==> config.mk <==
export PLATFORM = sky130hd
export DESIGN_NAME = ram_loader_flat
export DESIGN_NICKNAME = d
export VERILOG_FILES = /design/src/rtl/ram_loader_if.sv /design/src/rtl/ram_loader.sv /design/src/flat_wrapper.sv
export SDC_FILE = /design/constraint.sdc
export NUM_CORES = 1
export LEC_CHECK = 0
export CORE_MARGIN = 2
export CORE_UTILIZATION = 40
export DETAILED_ROUTE_END_ITERATION = 6
export PLACE_DENSITY = 0.87
export SYNTH_ARGS = -nofsm -noshare
export SYNTH_HDL_FRONTEND = slang
export SYNTH_SLANG_ARGS = --single-unit
==> constraint.sdc <==
create_clock -name clk -period 1.9 [get_ports clk]
set_clock_uncertainty 0.1 [all_clocks]
set_input_delay 0.38 -clock clk [delete_from_list [all_inputs] [get_ports clk]]
set_output_delay 0.38 -clock clk [all_outputs]
set_load 0.02 [all_outputs]
==> src/rtl/ram_loader_if.sv <==
// Byte-stream handshake between the program source and ram_loader.
// The source drives byte_in/byte_valid; the loader answers with byte_ready.
interface ram_loader_if #(
  parameter int N = 8
) ();
  logic [N-1:0] byte_in;
  logic         byte_valid;
  logic         byte_ready;

  modport master (
    output byte_in,
    output byte_valid,
    input  byte_ready
  );

  modport slave (
    input  byte_in,
    input  byte_valid,
    output byte_ready
  );
endinterface

==> src/rtl/ram_loader.sv <==
// Program loader in front of the RAM: streams LOAD_WORDS bytes into addresses 0.. while halting the CPU.
// Optional trailing checksum byte is enabled with `define RAM_LOADER_CHECKSUM_EN.
module ram_loader #(
  parameter int N          = 8,
  parameter int LOAD_WORDS = 1 << (N / 2)
) (
  input  logic             clk,
  input  logic             rst,
  input  logic             start,
  ram_loader_if.slave      stream,
  input  logic [N/2-1:0]   cpu_addr,
  input  logic [N-1:0]     cpu_data,
  input  logic             cpu_store,
  output logic [N/2-1:0]   memory_address,
  output logic [N-1:0]     data_out,
  output logic             store,
  output logic             cpu_halt,
  output logic             busy,
  output logic             done,
  output logic [N/2:0]     words_written,
  output logic             checksum_ok
);

  localparam int A = N / 2;
  localparam logic [A-1:0] LAST_ADDR = A'(LOAD_WORDS - 1);
  localparam logic [A-1:0] ONE_ADDR  = 1;
  localparam logic [A:0]   ONE_WORD  = 1;

`ifdef RAM_LOADER_CHECKSUM_EN
  typedef enum logic [2:0] {IDLE, LOAD, WRITE, FINISH, CHECK} state_e;
`else
  typedef enum logic [1:0] {IDLE, LOAD, WRITE, FINISH} state_e;
`endif

  state_e         state_q, state_d;
  logic [A-1:0]   addr_q, addr_d;
  logic [N-1:0]   data_q, data_d;
  logic [A:0]     words_q, words_d;
`ifdef RAM_LOADER_CHECKSUM_EN
  logic [N-1:0]   sum_q, sum_d;
  logic           chk_q, chk_d;
`endif

  always_ff @(posedge clk) begin
    if (rst) begin
      state_q <= IDLE;
      addr_q  <= '0;
      data_q  <= '0;
      words_q <= '0;
`ifdef RAM_LOADER_CHECKSUM_EN
      sum_q   <= '0;
      chk_q   <= 1'b1;
`endif
    end else begin
      state_q <= state_d;
      addr_q  <= addr_d;
      data_q  <= data_d;
      words_q <= words_d;
`ifdef RAM_LOADER_CHECKSUM_EN
      sum_q   <= sum_d;
      chk_q   <= chk_d;
`endif
    end
  end

  // Each byte costs one LOAD (handshake) cycle and one WRITE (commit) cycle.
  always_comb begin
    state_d = state_q;
    case (state_q)
      IDLE:   if (start) state_d = LOAD;
      LOAD:   if (stream.byte_valid) state_d = WRITE;
      WRITE: begin
        if (addr_q != LAST_ADDR) state_d = LOAD;
`ifdef RAM_LOADER_CHECKSUM_EN
        else                     state_d = CHECK;
`else
        else                     state_d = FINISH;
`endif
      end
`ifdef RAM_LOADER_CHECKSUM_EN
      CHECK:  if (stream.byte_valid) state_d = FINISH;
`endif
      FINISH: state_d = IDLE;
      default: state_d = IDLE;
    endcase
  end

  always_comb begin
    addr_d  = addr_q;
    data_d  = data_q;
    words_d = words_q;
`ifdef RAM_LOADER_CHECKSUM_EN
    sum_d   = sum_q;
    chk_d   = chk_q;
`endif
    case (state_q)
      IDLE: begin
        if (start) begin
          addr_d  = '0;
          words_d = '0;
`ifdef RAM_LOADER_CHECKSUM_EN
          sum_d   = '0;
          chk_d   = 1'b0;
`endif
        end
      end
      LOAD: begin
        if (stream.byte_valid) data_d = stream.byte_in;
      end
      WRITE: begin
        words_d = words_q + ONE_WORD;
`ifdef RAM_LOADER_CHECKSUM_EN
        sum_d   = sum_q + data_q;
`endif
        // Counter parks on the last address instead of wrapping.
        if (addr_q != LAST_ADDR) addr_d = addr_q + ONE_ADDR;
      end
`ifdef RAM_LOADER_CHECKSUM_EN
      CHECK: begin
        if (stream.byte_valid) chk_d = (sum_q == stream.byte_in);
      end
`endif
      default: ;
    endcase
  end

  // Outside IDLE the CPU side is fully disconnected from the RAM port.
  always_comb begin
    stream.byte_ready = 1'b0;
    memory_address    = addr_q;
    data_out          = data_q;
    store             = 1'b0;
    busy              = 1'b1;
    done              = 1'b0;
    case (state_q)
      IDLE: begin
        memory_address = cpu_addr;
        data_out       = cpu_data;
        store          = cpu_store;
        busy           = 1'b0;
      end
      LOAD:   stream.byte_ready = 1'b1;
      WRITE:  store = 1'b1;
`ifdef RAM_LOADER_CHECKSUM_EN
      CHECK:  stream.byte_ready = 1'b1;
`endif
      FINISH: done = 1'b1;
      default: ;
    endcase
  end

  assign cpu_halt      = busy;
  assign words_written = words_q;

`ifdef RAM_LOADER_CHECKSUM_EN
  assign checksum_ok = chk_q;
`else
  assign checksum_ok = 1'b1;
`endif

endmodule
==> src/flat_wrapper.sv <==
// flat-port wrapper written by rule: the top's interface ports become plain ports
module ram_loader_flat 
#(
  parameter int N          = 8,
  parameter int LOAD_WORDS = 1 << (N / 2)
)
  (clk, rst, start, cpu_addr, cpu_data, cpu_store, memory_address, data_out, store, cpu_halt, busy, done, words_written, checksum_ok, stream_byte_in, stream_byte_valid, stream_byte_ready);
  ram_loader_if #(.N(N)) stream_i ();
  input  logic clk;
  input  logic rst;
  input  logic start;
  input  logic [N/2-1:0] cpu_addr;
  input  logic [N-1:0] cpu_data;
  input  logic cpu_store;
  output logic [N/2-1:0] memory_address;
  output logic [N-1:0] data_out;
  output logic store;
  output logic cpu_halt;
  output logic busy;
  output logic done;
  output logic [N/2:0] words_written;
  output logic checksum_ok;
  input wire logic [$bits(stream_i.byte_in)-1:0] stream_byte_in;
  input wire logic [$bits(stream_i.byte_valid)-1:0] stream_byte_valid;
  output wire logic [$bits(stream_i.byte_ready)-1:0] stream_byte_ready;
  assign stream_i.byte_in = stream_byte_in;
  assign stream_i.byte_valid = stream_byte_valid;
  assign stream_byte_ready = stream_i.byte_ready;
  ram_loader #(.N(N), .LOAD_WORDS(LOAD_WORDS)) u_core (.clk(clk), .rst(rst), .start(start), .stream(stream_i), .cpu_addr(cpu_addr), .cpu_data(cpu_data), .cpu_store(cpu_store), .memory_address(memory_address), .data_out(data_out), .store(store), .cpu_halt(cpu_halt), .busy(busy), .done(done), .words_written(words_written), .checksum_ok(checksum_ok));
endmodule
== After elaboration in Yosys (flattened, before gate mapping) ==
Cells that the tools add are included.

* Memory bits (writable): 0
* Logic and storage cells: 34
* Output and inout port bits: 23
* Memory bits (read-only): 0
* Memories: 0
* Bits in registers: 19
* Input bits: 25
* Bits in latches: 0

* Add/subtract/negate cells: 2
* Multiply operators: 0
* Multiplexer cells: 15
* Shift-type cells: 0
* $lt $le $gt $ge: 0
* Reductions and logical operators: 6
* Eq/ne operators: 7
* Bitwise gates (word level): 0
* Divide/modulo/power cells: 0

{| class="wikitable"
|+ Operators with widths
! kind !! count
|-
| 4-bit 2-to-1 mux || 3
|-
| 5-bit one-hot mux with 2 select lines || 1
|-
| 8-bit 2-to-1 mux || 1
|-
| 2-bit one-hot mux with 4 select lines || 1
|-
| 4-bit one-hot mux with 2 select lines || 1
|-
| 2-bit 2-to-1 mux || 3
|-
| 2-bit AND reduction || 3
|-
| 5-bit by 1-bit adder with 5-bit output (second input constant) || 1
|-
| 5-bit 2-to-1 mux || 1
|-
| 4-bit by 1-bit adder with 4-bit output (second input constant) || 1
|-
| 2-bit == test (second input constant) || 2
|-
| 2-bit inequality test (second input constant) || 2
|-
| 4-bit inequality test (second input constant) || 1
|-
| 1-bit 2-to-1 mux || 3
|-
| 3-bit AND reduction || 1
|-
| 2-bit by 1-bit == test with 1-bit output (second input constant) || 1
|-
| 2-bit zero test || 1
|-
| 2-bit by 1-bit inequality test with 1-bit output (second input constant) || 1
|-
| 1-bit one-hot mux with 2 select lines || 1
|-
| 2-bit nonzero test || 1
|}

== Depth between registers and ports, before layout ==
* Depth in word-level cells: 3
* Depth in mapped cells: 5
* Depth with buffers taken out: 4

== Least setup slack after synthesis ==
No wires, ideal clock.

* Path type: flip-flop to output port
* Start point: register u_core.state_q[1]
* End point: output port data_out[0]
* Arrival time: 1213 ps
* Stages on the path, launching flop included: 5
* Setup slack: 207 ps
* Data required time: 1420 ps
* Path buffers: 2
* Cells stage by stage: dfxtp_1 > buf_6 > nor2_1 > buf_4 > mux2_2

* Cells in the longest elaborated chain, start to end: 2

{| class="wikitable"
|+ Ends and longest elaborated chain
! what !! RTL line !! text
|-
| start, declared || ram_loader.sv:35 || <nowiki>state_e state_q, state_d;</nowiki>
|-
| start signal, assigned || ram_loader.sv:55 || <nowiki>state_q <= state_d;</nowiki>
|-
| 2-bit zero test || ram_loader.sv:135 || <nowiki>case (state_q)</nowiki>
|-
| 8-bit 2-to-1 mux || ram_loader.sv:135 ||
|-
| end, declared || flat_wrapper.sv:16 || <nowiki>output logic [N-1:0] data_out;</nowiki>
|}

Every way passes these cells.

== Worst setup path after layout ==
* Start point: register u_core.state_q[1]
* End point: output port data_out[5]

The elaborated chain is that of the path after synthesis.

==> reports/metrics.cfg <==
[finish]
area_delta_synth_final_pct = 57.69
diodes = 0
multi_input_area_um2 = 601.8
fill_cells = 216
final_area_um2 = 1604
mostFrequentLayoutCells = 29 x clkdlybuf4s50_1, 18 x dfxtp_1, 15 x nor2_1, 14 x buf_6, 9 x mux2i_1
layout_commonest_cell = clkdlybuf4s50_1
seqCellArea_um2 = 381.6
drive_above_1_share_pct = 29.94
final_net_count = 185

[global_routing]
use_met1_pct = 19.77
antenna_found_initial = 0
top_usage_layer = met2
grt_max_degree = 13
grt_use_met2_pct = 33.13
grt_usage_pct = 17.90
grt_pass1_vias = 910
grt_first_pass_wirelength_mm = 3.753
grt_use_met3_pct = 3.005
grt_overflow = 0

[power_and_ir_drop]
powerDensity_nw_per_um2 = 570.3
p_clk_share_pct = 21.9
p_total_uw = 914.8
swShare_pct = 28.26
ir_worst_vdd_mv = 0.3583
p_sw_uw = 258.5
p_int_uw = 656.3
comb_power_share_pct = 32.5
seq_power_share_pct = 45.6
leakage_nw = 0.7204

[clock_tree]
ctsLongestPathBuffers = 2
cts_root_buf = clkbuf_4
cts_inserted_buffers = 3
numClockSinks = 19
clk_latency_ns = 0.29
path_clk_slew_ns = 0.11
ctsHtreeMaxLevel = 1
cts_tree = done
hold_buffers = 0

[die]
start_util_pct = 41.82
die_w_um = 54.43
die_y_um = 54.43
io_pins = 48
rows = 18
core_um2 = 2432
die-area_um2 = 2963

[route]
antenna_left = 0
first_iter_violations = 24
via_per_inst = 5.150
wl_per_cell_um = 13.56
totalWireLength_mm = 2.536
route.detailed.drc = 0
vias = 963
dr.pass1.iters = 6

[status]
status = complete, but fails checks
violations = negative setup slack

[worst_setup_path]
regToRegEndpoint = u_core.addr_q[3]$_SDFFE_PP0P_
r2r_slack_ns = 0.39
start_kind = flip-flop
arrival_ns = 1.47
path_class = flip-flop to output port
path_max_fanout = 6
crit_end = data_out[5]
endpoint_kind = output port
crit_start = u_core.state_q[1]$_SDFFE_PP0P_
r2r_cells = 4
critPathRequiredTime_ns = 1.42
rr_startpoint = u_core.state_q[1]$_SDFFE_PP0P_

[flow_run]
drv_cap = 0

[sta]
timing.final.ws_setup_ns = -0.04798
rsz0062_at_grt = true
drv_slew = 0
hold_ws_ns = 0.4104
fin_crit_sh_pct = 102.5
hold_viol = 0
fmax_mhz = 513.4
setup_viol = 3
layout_min_cycle_time_ns = 1.948

[placement]
dp_hpwl_mm = 1.858
gp_congestion = 0.8183
numPortBuffers = 46
placed_area_um2 = 1510

[yosys]
synthAdderAreaFrac_pct = 2.460
ys_seq_area_share_pct = 37.39
synth_warnings = 0
syn_nets = 133
synth-simple-area-share_pct = 19.31
synth_top_family_by_area = multiplexers
yosysUniqueCellTypes = 29
synth_area_per_cell_um2 = 9.596
syn_inst = 106
muxShareOfSynthArea_pct = 24.35
synth_compound_area_share_pct = 9.348
synth_seq_cells = 19
synthXorXnorAreaFrac_pct = 0
syn-cell-area_um2 = 1017

[hold_path]
hp-class = flip-flop to flip-flop

-- flip-flops by register name, indices dropped and copies added (netlist names) --
signal / cells
u_core.data_q: 8
u_core.words_written: 5
u_core.addr_q: 4
u_core.state_q: 2
-- cell usage after synthesis, drive strengths merged --
cell / instances / share of area [%]
dfxtp: 19 / 37
and2b: 1 / 0.86
nand4: 3 / 1.8
mux2i: 9 / 8.9
nor2: 16 / 5.9
nand3b: 2 / 1.5
nand3: 4 / 2.0
o21ai: 2 / 0.98
nor3b: 3 / 2.2
a31oi: 1 / 0.62
buf: 6 / 4.9
or3b: 1 / 0.86
nand2b: 1 / 0.62
a21oi: 7 / 3.4
and4: 1 / 0.98
and2: 1 / 0.74
ha: 2 / 2.5
nor2b: 1 / 1.4
clkbuf: 2 / 0.74
conb: 1 / 0.37
a211oi: 2 / 1.5
o21bai: 1 / 1.1
mux2: 14 / 15
o21ba: 1 / 0.98
a22oi: 1 / 0.74
nor3: 1 / 0.49
inv: 3 / 1.1
-- cell type report --
| cell class | instances | share of cell area (%) |
|---|---|---|
| clock inverters | 1 | 0.3120 |
| inverters | 3 | 0.7020 |
| multi-input cells | 76 | 37.52 |
| clock buffers | 3 | 1.404 |
| well taps | 30 | 2.340 |
| flip-flops and latches | 19 | 23.79 |
| repair buffers | 55 | 33.93 |
-- timing repair --
action / CTS / global route
gates cloned: 1 / 0
endpoints found under the setup margin: 17 / 12
pin swaps: 1 / 0
resized for setup: 68 / 22
buffers inserted: 1 / 0
-- how the worst min path moves through the flow --
stage                             startpoint                       endpoint  slack, ns  depth (start not counted)
5_1_grt        u_core.data_q[1]$_SDFFE_PP0P_  u_core.data_q[1]$_SDFFE_PP0P_       0.45                          2
2_1_floorplan  u_core.data_q[0]$_SDFFE_PP0P_  u_core.data_q[0]$_SDFFE_PP0P_       0.36                          2
3_3_place_gp   u_core.data_q[6]$_SDFFE_PP0P_  u_core.data_q[6]$_SDFFE_PP0P_       0.37                          2
4_1_cts        u_core.data_q[7]$_SDFFE_PP0P_  u_core.data_q[7]$_SDFFE_PP0P_       0.42                          2
6_report       u_core.data_q[7]$_SDFFE_PP0P_  u_core.data_q[7]$_SDFFE_PP0P_       0.41                          2
3_5_place_dp   u_core.data_q[7]$_SDFFE_PP0P_  u_core.data_q[7]$_SDFFE_PP0P_       0.39                          2
-- power by group through the flow --
stage / clock [mW] / combinational [mW] / sequential (mW)
after floorplan: 0 / 0.140 / 0.426
after global placement: 0 / 0.264 / 0.423
after detailed placement: 0 / 0.270 / 0.424
after CTS: 0.206 / 0.267 / 0.417
after global routing: 0.222 / 0.319 / 0.418
final: 0.200 / 0.298 / 0.417
-- kinds of logic after synthesis --
logic type	count (synthesis)
fa+ha+maj	2
mux	23
buf+inv	11
simple gates	35
other cells	1
compound gates	15
flops	19
-- layer usage --
| metal | up-vias | part of all wire, % |
|---|---|---|
| li1 | 475 | - |
| met2 | 44 | 53 |
| met4 | 0 | 0.16 |
| met5 | - | 0 |
| met1 | 442 | 38 |
| met3 | 2 | 8.9 |
-- critical path, stage by stage (launching register included) --
cell and delay [ns]:
dfxtp_2 0.35, nor2_4 0.14, buf_6 0.15, buf_6 0.11, mux2_4 0.30, buf_6 0.13
-- metrics by stage --
stage               utilization (%)  TNS [ns]  cells  setup WS [ns]
CTS                           63.01  -0.09240    187       -0.04125
finish                        65.95   -0.1090    187       -0.04798
detailed placement            62.09    -2.060    181        -0.1815
floorplan                         -         0    106         0.2070
global route                  65.95   -0.3881    187       -0.09154
global placement              62.09    -1.856    181        -0.1818
Note: power is estimated with default switching activity, not from simulation.
